[config.mk]
export PLATFORM = sky130hd
export DESIGN_NAME = vx_wb_arbiter
export DESIGN_NICKNAME = d
export VERILOG_FILES = /design/src/rtl/vx_wb_arbiter.sv
export SDC_FILE = /design/constraint.sdc
export NUM_CORES = 1
export LEC_CHECK = 0
export ABC_AREA = 0
export CAP_MARGIN = 20
export CORE_AREA = 2 2 417 419
export DETAILED_ROUTE_END_ITERATION = 16
export DIE_AREA = 0 0 419 421
export PLACE_DENSITY = 0.3
export SLEW_MARGIN = 20
export SYNTH_ARGS = -nofsm -noshare
export SYNTH_HDL_FRONTEND = slang
export SYNTH_SLANG_ARGS = --single-unit
export TNS_END_PERCENT = 30
[constraint.sdc]
create_clock -name clk -period 11.1 [get_ports clk]
set_clock_uncertainty 0.2 [all_clocks]
set_input_delay 2.22 -clock clk [delete_from_list [all_inputs] [get_ports clk]]
set_output_delay 2.22 -clock clk [all_outputs]
set_load 0.005 [all_outputs]
[src/rtl/vx_wb_arbiter.sv]
// Writeback arbiter: round-robin shares the register-file writeback port between
// commit sources, locks the grant for a whole eop-delimited packet and registers the beat.
module vx_wb_arbiter #(
  parameter int NUM_REQS    = 5,
  parameter int NUM_THREADS = 4,
  parameter int NW_BITS     = 2,
  parameter int XLEN        = 32,
  parameter int RD_BITS     = 5
) (
  input  logic                                 clk,
  input  logic                                 reset_n,
  input  logic [NUM_REQS-1:0]                  req_valid,
  output logic [NUM_REQS-1:0]                  req_ready,
  input  logic [NUM_REQS*NW_BITS-1:0]          req_wid,
  input  logic [NUM_REQS*XLEN-1:0]             req_pc,
  input  logic [NUM_REQS*NUM_THREADS-1:0]      req_tmask,
  input  logic [NUM_REQS-1:0]                  req_wb,
  input  logic [NUM_REQS*RD_BITS-1:0]          req_rd,
  input  logic [NUM_REQS*NUM_THREADS*XLEN-1:0] req_data,
  input  logic [NUM_REQS-1:0]                  req_eop,
  output logic                                 wb_valid,
  input  logic                                 wb_ready,
  output logic [NW_BITS-1:0]                   wb_wid,
  output logic [XLEN-1:0]                      wb_pc,
  output logic [NUM_THREADS-1:0]               wb_tmask,
  output logic                                 wb_wb,
  output logic [RD_BITS-1:0]                   wb_rd,
  output logic [NUM_THREADS*XLEN-1:0]          wb_data,
  output logic                                 wb_eop,
  output logic                                 cmt_valid,
  output logic [$clog2(NUM_THREADS+1)-1:0]     cmt_size
);
  localparam int IDX_W = (NUM_REQS > 1) ? $clog2(NUM_REQS) : 1;
  localparam int CNT_W = $clog2(NUM_THREADS+1);

  typedef struct packed {
    logic [NW_BITS-1:0]          wid;
    logic [XLEN-1:0]             pc;
    logic [NUM_THREADS-1:0]      tmask;
    logic                        wb;
    logic [RD_BITS-1:0]          rd;
    logic [NUM_THREADS*XLEN-1:0] data;
    logic                        eop;
  } beat_t;

  beat_t [NUM_REQS-1:0] req_beat;
  beat_t                sel, wb_q;
  logic [NUM_REQS-1:0]  elig, grant;
  logic [IDX_W-1:0]     rr_ptr, lock_idx, grant_idx;
  logic [CNT_W-1:0]     sel_cnt;
  logic                 lock, load_en, accept;

  for (genvar i = 0; i < NUM_REQS; i++) begin : g_req
    assign req_beat[i] = {req_wid[i*NW_BITS +: NW_BITS],
                          req_pc[i*XLEN +: XLEN],
                          req_tmask[i*NUM_THREADS +: NUM_THREADS],
                          req_wb[i],
                          req_rd[i*RD_BITS +: RD_BITS],
                          req_data[i*NUM_THREADS*XLEN +: NUM_THREADS*XLEN],
                          req_eop[i]};
  end

  assign load_en = !wb_valid || wb_ready;

  always_comb begin
    elig = req_valid;
    if (lock) elig = req_valid & (NUM_REQS'(1) << lock_idx);
  end

  // Scan from farthest to nearest so the first eligible index after rr_ptr wins.
  always_comb begin
    grant     = '0;
    grant_idx = '0;
    for (int k = NUM_REQS; k >= 1; k--) begin
      if (elig[(int'(rr_ptr) + k) % NUM_REQS]) begin
        grant = '0;
        grant[(int'(rr_ptr) + k) % NUM_REQS] = 1'b1;
        grant_idx = IDX_W'((int'(rr_ptr) + k) % NUM_REQS);
      end
    end
  end

  assign req_ready = grant & {NUM_REQS{load_en}};
  assign accept    = |(req_valid & req_ready);
  assign sel       = req_beat[grant_idx];

  always_comb begin
    sel_cnt = '0;
    for (int t = 0; t < NUM_THREADS; t++) sel_cnt = sel_cnt + CNT_W'(sel.tmask[t]);
  end

  always_ff @(posedge clk or negedge reset_n) begin
    if (!reset_n) begin
      wb_valid  <= 1'b0;
      wb_q      <= '0;
      cmt_valid <= 1'b0;
      cmt_size  <= '0;
      rr_ptr    <= IDX_W'(NUM_REQS-1);
      lock      <= 1'b0;
      lock_idx  <= '0;
    end else begin
      cmt_valid <= accept && sel.eop;
      if (load_en) begin
        wb_valid <= accept;
        if (accept) wb_q <= sel;
      end
      if (accept) begin
        rr_ptr <= grant_idx;
        lock   <= !sel.eop;
        if (!sel.eop) lock_idx <= grant_idx;
        if (sel.eop)  cmt_size <= sel_cnt;
      end
    end
  end

  assign wb_wid   = wb_q.wid;
  assign wb_pc    = wb_q.pc;
  assign wb_tmask = wb_q.tmask;
  assign wb_wb    = wb_q.wb;
  assign wb_rd    = wb_q.rd;
  assign wb_data  = wb_q.data;
  assign wb_eop   = wb_q.eop;

endmodule
==> flow_summary.json <==
{
  "clockBufferDepth": 2,
  "finalWorstPathRequiredPeriod_ps": 9970,
  "first_global_vias": 19700,
  "drtAntennaViolNets": 0,
  "timing.critical_path.max_delay_family": "compound AO/OA/AOI/OAI gates",
  "seqCellArea_um2": 4630,
  "critical_path.most_common_cell": "ha_1",
  "std_cell_rows": 153,
  "synth_sequential_area_ratio_pct": 28.0,
  "syn_area_per_cell_um2": 8.87,
  "wl_met2_um": 71900,
  "postCtsResizedCells": 0,
  "floorplan.io_pins": 1056,
  "globalRouteOverflowTotal": 0,
  "yosys_warnings": 0,
  "status": "completed",
  "dieWidth_um": 419,
  "timing.critical_path.buf_inv": 5,
  "holdBufCountCts": 0,
  "design.die.area_um2": 176000,
  "fin_crit_sh_pct": 89.8,
  "min_path_type": "register to register",
  "timing.final.setup_violations": 0,
  "clkSinkCount": 185,
  "required_ps": 8680,
  "count_of_placed_standard_cells_including_taps": 5114,
  "initial_core_util_pct": 9.59,
  "via_per_inst": 3.67,
  "distinct_cells_synth": 83,
  "grt_pass1_wl_um": 178000,
  "worst-path-max-fanout": 17,
  "numPortBuffers": 1055,
  "slew_headroom_pct": 32.0,
  "tritoncts": "done",
  "grt_max_degree": 128,
  "detail_route.drc_violations": 0,
  "crit_path_max_delay_cell_type": "dfrtp_1",
  "yosys_most_used_dff": "dfrtp_1",
  "clock_latency_ps": 550,
  "postCtsSetupBuffers": 0,
  "final-hold-violation-count": 0,
  "ys_seq_elements": 185,
  "wl_met3_um": 6160,
  "synthesis.nets": 2772,
  "cts.htree.levels": 4,
  "finish.utilization_pct": 17.5,
  "worstSetupPathType": "register to output port",
  "worst_setup_path_end_kind": "output port",
  "synthesis.area_um2": 16500,
  "clock.fmax_ghz": 0.100,
  "layoutNonFillerInstCount": 5152,
  "number_of_enable_flip_flop_cells_after_synthesis": 0,
  "core_region_area_um2": 172000,
  "area_delta_synth_final_pct": 82.7,
  "category_of_the_worst_setup_path_launch_point": "register",
  "num_vias": 18900,
  "routed_wirelength_um": 134000,
  "fraction_of_layout_cells_with_a_size_suffix_above_1_pct": 8.68,
  "data_arrival_critical_path_ps": 7550,
  "grt_setup_unrepaired": "false",
  "slowest_delay_ps": 740,
  "routed.top_layer": "met5",
  "min_hold_slack_ps": 286,
  "slew_violations": 0,
  "dp_hpwl_um": 112000,
  "clock_tree.root_cell": "clkbuf_16",
  "async_set_or_reset_register_ratio_after_synthesis_pct": 100,
  "path_cells": "inv_1, ha_1, buf_4, clkinv_1, ha_1, or3b_2, o22ai_1, or2_2, ha_1, nor2b_1, nor3b_1, a221o_1, mux2_1, a211oi_1, o21ai_1, o31a_1, a221oi_1, o211ai_1, inv_1, clkdlybuf4s50_1",
  "synthCells": 1864,
  "rr_startpoint": "rr_ptr[1]$_DFFE_PN0P_",
  "drt_first_pass_iters": 5,
  "routedLengthMet1_um": 54500,
  "grt_use_total_pct": 14.7,
  "setup-tns-final_ps": 0,
  "multi_input_area_um2": 11000,
  "holdCritStartpoint": "wb_data[41]$_DFFE_PN0P_",
  "detail_route.iter0.violations": 1027,
  "gp_congestion": 0.877,
  "worst-slew-pin-transition_ps": 1020,
  "finish.net_count": 3716,
  "maxCapViolations": 0,
  "clkTransAtPathRegs_ps": 90,
  "avgRoutedWirePerCell_um": 26.0,
  "n_fill_cell": 19300,
  "antenna_found_initial": 22,
  "critical_path.startpoint": "rr_ptr[1]$_DFFE_PN0P_",
  "chipHeight_um": 421,
  "numCtsBuffers": 17
}
synth_stat cells, types with 6 or more instances:
| cell type | n | share of area, % |
|---|---|---|
| buf_1 | 9 | 0.20 |
| nor3_1 | 13 | 0.39 |
| nand3_1 | 17 | 0.51 |
| nand2_1 | 225 | 5.1 |
| buf_6 | 7 | 0.48 |
| a211o_1 | 7 | 0.37 |
| clkbuf_1 | 78 | 1.8 |
| nor2b_1 | 9 | 0.34 |
| o211ai_1 | 10 | 0.45 |
| xnor2_1 | 7 | 0.37 |
| nand2b_1 | 8 | 0.30 |
| buf_2 | 55 | 1.7 |
| o221ai_1 | 139 | 7.4 |
| a311oi_1 | 6 | 0.32 |
| o31ai_1 | 6 | 0.27 |
| nor4_1 | 6 | 0.23 |
| nor2_1 | 34 | 0.77 |
| inv_1 | 31 | 0.70 |
| ha_1 | 34 | 2.6 |
| buf_4 | 21 | 0.95 |
| a21oi_1 | 23 | 0.70 |
| nor3b_1 | 6 | 0.27 |
| mux2i_1 | 297 | 18 |
| a211oi_1 | 12 | 0.54 |
| o22ai_1 | 7 | 0.26 |
| mux2_2 | 145 | 9.9 |
| dfrtp_1 | 184 | 28 |
| and2_1 | 7 | 0.26 |
| o21ai_0 | 149 | 4.5 |
| o21a_1 | 7 | 0.32 |
| o21ai_1 | 194 | 5.9 |
final timing paths:
path	end	slack, ps	depth (start not counted)
min in group asynchronous	wb_data[70]$_DFFE_PN0P_	1370	1
worst max register to register	cmt_size[1]$_DFFE_PN0P_	1810	24
worst min-delay path	wb_data[41]$_DFFE_PN0P_	290	2
worst max-delay path	req_ready[0]	1130	20
max in group asynchronous	wb_pc[18]$_DFFE_PN0P_	7310	3
worst min register to register	wb_data[41]$_DFFE_PN0P_	290	2
cells in the final DEF, fill, tap and decap left out, types with 10 or more instances in the layout:
cell type	n
buf_4	34
ha_1	34
mux2_2	145
clkdlybuf4s50_1	1054
a211oi_1	12
o21ai_1	194
dfrtp_1	184
inv_1	31
nor3_1	13
o211ai_1	10
o21ai_0	149
o221ai_1	139
a21oi_1	23
nand3_1	17
clkbuf_16	17
nand2_1	225
mux2i_1	297
nor2_1	34
per-stage QoR:
| step | worst slack, ps | cell area [um^2] |
|---|---|---|
| after floorplan | 3460 | 16500 |
| after global placement | 1820 | 29600 |
| after detailed placement | 1800 | 29600 |
| after CTS | 1090 | 30200 |
| after global routing | 606 | 30200 |
| final | 1130 | 30200 |
flip-flops by register name, indices dropped and copies added, names as in the netlist, 2 cells and up:
register / cells
cmt_size: 3
wb_rd: 5
wb_wid: 2
wb_tmask: 4
rr_ptr: 3
wb_pc: 32
wb_data: 128
lock_idx: 3
metal layers:
metal	GRT usage, %	up-vias
met5	0	-
met4	1.85	20
met3	3.30	55
met2	27.5	529
met1	17.3	9341
li1	-	8957
cells by family after synthesis:
| kind of cell | after synthesis | share of synthesized area [%] |
|---|---|---|
| adder cells (fa/ha/maj) | 35 | 2.69 |
| AND/OR/NAND/NOR | 356 | 9.61 |
| flip-flops | 185 | 28.0 |
| multiplexers | 444 | 28.1 |
| buffers and inverters | 205 | 5.86 |
| AO/OA/AOI/OAI | 629 | 25.1 |
| XOR/XNOR | 10 | 0.621 |
area by class of cell:
class	count	area share, %
Multi-Input combinational cell	1474	36.4
Antenna cell	6	0.0497
Clock inverter	14	0.501
Sequential cell	185	15.3
Inverter	35	0.435
Clock buffer	18	1.42
Timing Repair Buffer	1095	36.2
Tap cell	2325	9.63
worst reg2reg max path, delay by kind of cell (launching register included):
family          cells  cell delay, ps
simple gates        5            1740
mux                 2             640
fa+ha+maj           5            1600
compound gates      8            2650
buf+inv             4            1620
flops               1             740
Power is not shown: default switching activity piles up to over one toggle a cycle in this logic, so the estimate is an artifact.
